===== src/rtl/bcd_serial_subtractor.sv =====
// Digit-serial packed-BCD subtractor: diff = a - b - bin, LSD first, sign-magnitude result.
// Optional input-digit validity check is built when BCD_SUB_DIGIT_CHECK_EN is defined.
module bcd_serial_subtractor #(
    parameter int NDIGITS = 4
) (
    input  logic                 clk,
    input  logic                 rst,
    input  logic                 start,
    input  logic [4*NDIGITS-1:0] a,
    input  logic [4*NDIGITS-1:0] b,
    input  logic                 bin,
    output logic                 busy,
    output logic                 done,
    output logic [4*NDIGITS-1:0] diff,
    output logic                 neg,
    output logic                 err
);
    localparam int W    = 4 * NDIGITS;
    localparam int IDXW = (NDIGITS > 1) ? $clog2(NDIGITS) : 1;
    localparam logic [IDXW-1:0] LAST_IDX = IDXW'(NDIGITS - 1);

    typedef enum logic [1:0] {
        IDLE = 2'd0,
        SUB  = 2'd1,
        FIX  = 2'd2
    } state_t;

    // One decimal digit of x - y - bw; returns {borrow_out, digit}.
    function automatic logic [4:0] digit_sub(input logic [3:0] x, input logic [3:0] y,
                                             input logic bw);
        logic [4:0] t;
        t = {1'b0, x} - {1'b0, y} - {4'd0, bw};
        if (t[4]) begin
            digit_sub = {1'b1, t[3:0] + 4'd10};
        end else begin
            digit_sub = {1'b0, t[3:0]};
        end
    endfunction

`ifdef BCD_SUB_DIGIT_CHECK_EN
    // 1 if any 4-bit digit of the packed operand exceeds 9.
    function automatic logic has_bad_digit(input logic [W-1:0] x);
        logic bad;
        bad = 1'b0;
        for (int i = 0; i < NDIGITS; i++) begin
            if (x[4*i +: 4] > 4'd9) begin
                bad = 1'b1;
            end else begin
                bad = bad;
            end
        end
        has_bad_digit = bad;
    endfunction
`endif

    state_t          state_q, state_d;
    logic [W-1:0]    a_q, a_d;
    logic [W-1:0]    b_q, b_d;
    logic [W-1:0]    res_q, res_d;
    logic [IDXW-1:0] idx_q, idx_d;
    logic            borrow_q, borrow_d;
    logic            busy_q, busy_d;
    logic            done_q, done_d;
    logic [W-1:0]    diff_q, diff_d;
    logic            neg_q, neg_d;
`ifdef BCD_SUB_DIGIT_CHECK_EN
    logic            err_pending_q, err_pending_d;
    logic            err_q, err_d;
`endif

    logic [IDXW+1:0] sel_s;
    logic [4:0]      dig_s;

    assign sel_s = {idx_q, 2'b00};

    // Next-state and datapath: one digit per cycle in SUB, then optional tens-complement in FIX.
    always_comb begin
        state_d  = state_q;
        a_d      = a_q;
        b_d      = b_q;
        res_d    = res_q;
        idx_d    = idx_q;
        borrow_d = borrow_q;
        busy_d   = busy_q;
        done_d   = 1'b0;
        diff_d   = diff_q;
        neg_d    = neg_q;
        dig_s    = 5'd0;
`ifdef BCD_SUB_DIGIT_CHECK_EN
        err_pending_d = err_pending_q;
        err_d         = err_q;
`endif
        case (state_q)
            IDLE: begin
                if (start) begin
                    a_d      = a;
                    b_d      = b;
                    idx_d    = '0;
                    borrow_d = bin;
                    busy_d   = 1'b1;
                    state_d  = SUB;
`ifdef BCD_SUB_DIGIT_CHECK_EN
                    err_pending_d = has_bad_digit(a) | has_bad_digit(b);
`endif
                end else begin
                    state_d = IDLE;
                end
            end
            SUB: begin
                dig_s = digit_sub(a_q[sel_s +: 4], b_q[sel_s +: 4], borrow_q);
                res_d[sel_s +: 4] = dig_s[3:0];
                if (idx_q == LAST_IDX) begin
                    if (dig_s[4]) begin
                        // Negative: re-walk the stored digits to form 10^N - res.
                        state_d  = FIX;
                        idx_d    = '0;
                        borrow_d = 1'b0;
                    end else begin
                        state_d = IDLE;
                        busy_d  = 1'b0;
                        done_d  = 1'b1;
                        diff_d  = res_d;
                        neg_d   = 1'b0;
`ifdef BCD_SUB_DIGIT_CHECK_EN
                        err_d = err_pending_q;
`endif
                    end
                end else begin
                    idx_d    = idx_q + IDXW'(1);
                    borrow_d = dig_s[4];
                end
            end
            FIX: begin
                dig_s = digit_sub(4'd0, res_q[sel_s +: 4], borrow_q);
                res_d[sel_s +: 4] = dig_s[3:0];
                if (idx_q == LAST_IDX) begin
                    state_d = IDLE;
                    busy_d  = 1'b0;
                    done_d  = 1'b1;
                    diff_d  = res_d;
                    neg_d   = 1'b1;
`ifdef BCD_SUB_DIGIT_CHECK_EN
                    err_d = err_pending_q;
`endif
                end else begin
                    idx_d    = idx_q + IDXW'(1);
                    borrow_d = dig_s[4];
                end
            end
            default: begin
                state_d = IDLE;
                busy_d  = 1'b0;
            end
        endcase
    end

    // State and output registers with synchronous reset.
    always_ff @(posedge clk) begin
        if (rst) begin
            state_q  <= IDLE;
            a_q      <= '0;
            b_q      <= '0;
            res_q    <= '0;
            idx_q    <= '0;
            borrow_q <= 1'b0;
            busy_q   <= 1'b0;
            done_q   <= 1'b0;
            diff_q   <= '0;
            neg_q    <= 1'b0;
`ifdef BCD_SUB_DIGIT_CHECK_EN
            err_pending_q <= 1'b0;
            err_q         <= 1'b0;
`endif
        end else begin
            state_q  <= state_d;
            a_q      <= a_d;
            b_q      <= b_d;
            res_q    <= res_d;
            idx_q    <= idx_d;
            borrow_q <= borrow_d;
            busy_q   <= busy_d;
            done_q   <= done_d;
            diff_q   <= diff_d;
            neg_q    <= neg_d;
`ifdef BCD_SUB_DIGIT_CHECK_EN
            err_pending_q <= err_pending_d;
            err_q         <= err_d;
`endif
        end
    end

    assign busy = busy_q;
    assign done = done_q;
    assign diff = diff_q;
    assign neg  = neg_q;
`ifdef BCD_SUB_DIGIT_CHECK_EN
    assign err  = err_q;
`else
    assign err  = 1'b0;
`endif

endmodule


===== config.mk =====
export PLATFORM = sky130hd
export DESIGN_NAME = bcd_serial_subtractor
export DESIGN_NICKNAME = d
export VERILOG_FILES = /design/src/rtl/bcd_serial_subtractor.sv
export SDC_FILE = /design/constraint.sdc
export NUM_CORES = 1
export LEC_CHECK = 0
export ABC_AREA = 1
export CAP_MARGIN = 20
export CORE_MARGIN = 2
export CORE_UTILIZATION = 30
export CTS_CLUSTER_DIAMETER = 60
export DETAILED_ROUTE_END_ITERATION = 8
export PLACE_DENSITY = 0.47
export SLEW_MARGIN = 20
export SYNTH_ARGS = -nofsm -noshare
export SYNTH_HDL_FRONTEND = slang
export SYNTH_SLANG_ARGS = --single-unit

===== constraint.sdc =====
create_clock -name clk -period 7.2 [get_ports clk]
set_clock_uncertainty 0.05 [all_clocks]
set_input_delay 1.8 -clock clk [delete_from_list [all_inputs] [get_ports clk]]
set_output_delay 1.8 -clock clk [all_outputs]
set_load 0.01 [all_outputs]

* After elaboration in Yosys (flattened, before gate mapping)
Index checks and enable logic that the tools add are counted.
Storage, ports and cells: register bits after elaboration 72, input port bits 36, output and inout bits 20, word-level logic and storage cells 78
Cells by class: $add $sub $neg 8, equality and inequality tests 9, shifts and indexed selects 6, multiplexer cells 37, reductions and logical operators 8
Operators with widths (number):
- $pmux 16 s2 | 2
- $mux 16 | 3
- $shiftx 16x5->4 | 3
- $bwmux 16 | 2
- $shiftx 4x6->16 | 2
- $mux 5 | 4
- $shift 4x6->16 const A | 1
- $mux 2 | 7
- $mux 1 | 13
- $pmux 2 s3 | 2
- $reduce_and 4->1 | 3
- $ne 2x2->1 const B | 5
- $sub 5x1->5 | 2
- $add 4x4->4 const B | 2
- $neg 4->6 | 1
- $pmux 1 s3 | 2
- $sub 1x4->5 const A | 1
- $sub 4x4->5 | 1
- $eq 2x2->1 const B | 2
- $pmux 1 s2 | 2
- $reduce_and 2->1 | 2
- $ne 3x3->1 const B | 1
- $reduce_bool 3->1 | 1
- $add 2x1->2 const B | 1
- other kinds (3) | 3

* Logic depth before layout (Yosys ltp)
word-level depth 11, mapped depth 23, depth with buffers taken out 21

* Worst setup path after synthesis
No wires, ideal clock.
path kind reg2reg, from register idx_q[0], to register res_q[7], library setup time 109 ps, arrival 2899 ps, required time 7041 ps, path slack 4142 ps, stages on the path, launching flop included 21, path buffers 3, period minus slack after synthesis 3058 ps, path through dfxtp_1 buf_6 clkbuf_1 buf_2 o21ai_0 o22ai_1 fa_1 inv_1 fa_1 xnor2_1 ha_1 inv_1 nand3_1 nand3_1 nand2_1 nand2_1 nand3_2 nand3_1 nand3_1 nand2_1 inv_1
Between the ends: cells in the longest elaborated chain, start to end 9, elaborated cells on any way between the ends 20, those cells by class add/sub: 7; shift: 6; mux: 7
Ends and longest elaborated chain:
- from (decl) | RTL line 60 | logic [IDXW-1:0] idx_q, idx_d;
- from (signal assigned) | RTL line 179 | idx_q <= idx_d;
- $shiftx 16x5->4, on equally long branches | RTL line 134, 110
- $sub 1x4->5 / $sub 4x4->5 (equally long branches) | RTL line 32 | t = {1'b0, x} - {1'b0, y} - {4'd0, bw};
- $sub 5x1->5 | RTL line 32
- $add 4x4->4 | RTL line 34 | digit_sub = {1'b1, t[3:0] + 4'd10};
- $mux 5 | RTL line 33 | if (t[4]) begin
- $mux 5 | RTL line 93 | case (state_q)
- $shiftx 4x6->16, on equally long branches | RTL line 135, 111
- $bwmux 16, on equally long branches | RTL line 135, 111
- $pmux 16 s2 (*) | RTL line 93
- to (signal assigned) | RTL line 178 | res_q <= res_d;
- to (decl) | RTL line 59 | logic [W-1:0] res_q, res_d;
Every way passes the cells marked *; elsewhere a longest branch is shown, timed or not. The select of a mux whose other input is x is not followed. A chain may end at the register's enable or synchronous reset.

* Final worst setup path
from input start, to register state_q[0]
Between the ends: cells in the longest elaborated chain, start to end 2
Ends and longest elaborated chain:
- from (decl) | RTL line 8 | input logic start,
- $mux 1 | RTL line 95 | if (start) begin
- $pmux 2 s3 | RTL line 93
- to (signal assigned) | RTL line 175 | state_q <= state_d;
- to (decl) | RTL line 56 | state_t state_q, state_d;
No other way between the ends.

==> results by group <==
Run status
  – Status: finished clean

Final layout
  – Final nets: 686
  – Commonest cells after routing, fill and taps aside: nor2_1, nand2_1, dfxtp_1, inv_1, o21ai_0
  – Fillcell total: 1,429
  – Cell area after layout: 4951 um2
  – Share of cells above drive strength 1: 0.07267
  – Final std cells w/o fill: 809
  – Area Growth Syn to Fin: 22.47%
  – Multi-input logic area: 2152 um2
  – Commonest non-fill, non-tap cell in the layout: nor2_1
  – FF/Latch Area: 1441 um2
  – # diodes: 0

Logic synthesis
  – Largest family of logic cells by synthesized area: simple AND/OR/NAND/NOR gates
  – Post-synthesis simple-gate area fraction: 0.3039
  – XOR/XNOR share of the synthesized area: 0.006500
  – Synth async-reset ratio: 0
  – Mapped cell area: 4043 um2
  – Sequential area share after synthesis: 0.3565
  – Top FF cell, synth: dfxtp_1
  – Compound-Gate Fraction of Synth Area: 0.1467
  – Library cells used by synthesis: 43
  – Syn avg cell area: 6.852 um2
  – Post-synthesis instance total: 590
  – Post-Synth Adder-Cell Area: 0.07180
  – Multiplexer area fraction after synthesis: 0.002476
  – Warnings, synthesis: 0
  – Yosys reg bits: 72
  – Synthesized netlist net count: 648
  – Number of enable flip-flop cells after synthesis: 0

Floorplanning
  – Chip width: 120.1 um
  – Die footprint: 14,420 um2
  – Row cnt: 42
  – DIE HEIGHT: 120.1 um
  – IO Count: 56
  – Starting Density: 0.3065
  – Core area: 13,190 um2

Power and ir drop
  – P per Cell Area: 253.6 nW/um2
  – Static leakage: 2.199 nW
  – Peak VDD IR: 0.1003 mV
  – Total chip power: 1.256 mW

Global route
  – Most Crowded Layer GR: met2
  – First-pass GRT wire length: 17.48 mm
  – Met2 usage: 0.2646
  – GR Util met1: 0.1865
  – Vias in the first global route: 3,601
  – Met3 usage: 0.03707
  – Total grt overflow: 0
  – Largest net degree at the start of global routing: 41
  – Gr usage total: 0.1550
  – Initial antenna violation count: 0

Setup path
  – Crit path DAT: 4070 ps
  – Critical path's largest stage delay: 950 ps
  – Kind of critical path: input port to flop
  – Setup crit end kind: flop
  – Crit-path max FO: 33
  – R2r worst-path depth: 15
  – Worst R2R End: res_q[6]
  – CP top delay family: buffers and inverters
  – Worst setup SP type: input port
  – CP Data Required Time: 7420 ps
  – Worst Path Buf+Inv: 2
  – FF-to-FF setup slack: 3670 ps
  – Crit-path cells: clkdlybuf4s50_1, nand2_1, inv_1, o21ai_0, a21oi_1
  – Reg2reg start: idx_q[1]
  – CP max stage cell: inv_1

Placed design
  – Routability Congestion: 0.8188
  – Port bufs: 54
  – Placed cells: 793
  – Area after DPL: 4664 um2
  – Dpl hpwl: 7.566 mm

STA
  – Rel. slew slack: 0.3570
  – Fmax: 259.9 MHz
  – Max Transition Viols Final: 0
  – Worst-Margin Slew: 963.5 ps
  – RSZ-0062 raised after global routing: false
  – Final Hold Viols: 0
  – Minimum clock period: 3848 ps
  – Final worst-path cycle share: 0.5345
  – Final Setup Violations: 0
  – Min Hold Slack: 429.1 ps
  – Setup tns final: 0 ps

Route
  – Routed Antenna Nets: 0
  – Drt first pass iters: 4
  – Starting DRT DRC Count: 199
  – Vias: 3,730
  – Routed WL: 10.46 mm
  – Vias per cell: 4.611
  – Wire per inst: 12.93 um
  – # DRC: 0

CTS
  – H-Tree Depth: 3
  – Num CTS Buffers: 9
  – Clk_lat worst skew: 340 ps
  – CTS Root Cell: clkbuf_16
  – TritonCTS Sinks: 72
  – Setup repair bufs after CTS: 0
  – TritonCTS clock tree: done
  – Clock slew at reported path FFs: 50 ps
  – Resize count post-CTS: 0
  – Hold_buf cts: 0
  – Clk buf depth: 2

Hold path
  – Hold EP: a_q[4]
  – Worst hold path class: flop to flop
  – Hold path start: a_q[4]
  – Worst Hold Depth: 2

Run
  – MaxCap Viol Count: 0
how the worst max path moves through the flow:
stage	start	end	slack, ps	depth (start not counted)
final	start	state_q[0]	3350	5
after global routing	start	state_q[0]	3050	5
after CTS	start	state_q[0]	3320	5
after detailed placement	start	state_q[0]	2960	5
after global placement	start	state_q[0]	3010	5
after floorplan	idx_q[0]	res_q[7]	4140	20
cells in the mapped netlist, drive strengths merged (3+ instances only):
cell	count	area, um2
nor2	133	519.3
nand2	93	410.4
inv	76	295.3
dfxtp	72	1441
o21ai	67	339.1
nand3	46	257.8
a21oi	26	133.9
ha	20	250.2
clkbuf	17	63.81
buf	12	90.08
o22ai	5	31.28
a32o	3	30.03
tightest hold or removal path, stage by stage, from the launching register on:
cell and delay [ps]:
dfxtp_1 320, nor2_1 50, nor2_1 80
cell type report:
cell class                      instances  area share
Multi-Input combinational cell        413      0.4347
Sequential cell                        72      0.2911
Timing Repair Buffer                   56      0.1122
Inverter                               76     0.05964
Clock buffer                           14     0.05534
Tap cell                              176     0.04448
Clock inverter                          2    0.002527
cell families after synthesis:
family                   Yosys count
other                              1
multiplexers                       1
flip-flops                        72
adder cells (fa/ha/maj)           22
XOR/XNOR                           3
AND/OR/NAND/NOR                  278
AO/OA/AOI/OAI                    108
buffers and inverters            105
stage by stage:
step / util / worst slack, ps
2_1_floorplan: - / 4142
3_3_place_gp: 0.3536 / 3008
3_5_place_dp: 0.3536 / 2964
4_1_cts: 0.3754 / 3318
5_1_grt: 0.3754 / 3055
6_report: 0.3754 / 3352
routing by layer:
metal  routed length (um)  vias to the layer above
met2                 5004                       80
met5                    0                        -
met1                 4810                     1675
met4                  227                        0
met3                  416                       17
li1                     -                     1958
flip-flops by register name, indices dropped and copies added, names as in the netlist:
signal,count
a_q,16
b_q,16
diff,16
res_q,16
idx_q,2
state_q,2
borrow_q,1
busy,1
done,1
neg,1
power by group:
| group | switching, mW | internal (mW) |
|---|---|---|
| Combinational | 0.236 | 0.142 |
| Clock | 0.167 | 0.261 |
| Sequential | 0.0194 | 0.431 |
Power figures use the tool's default switching activity.
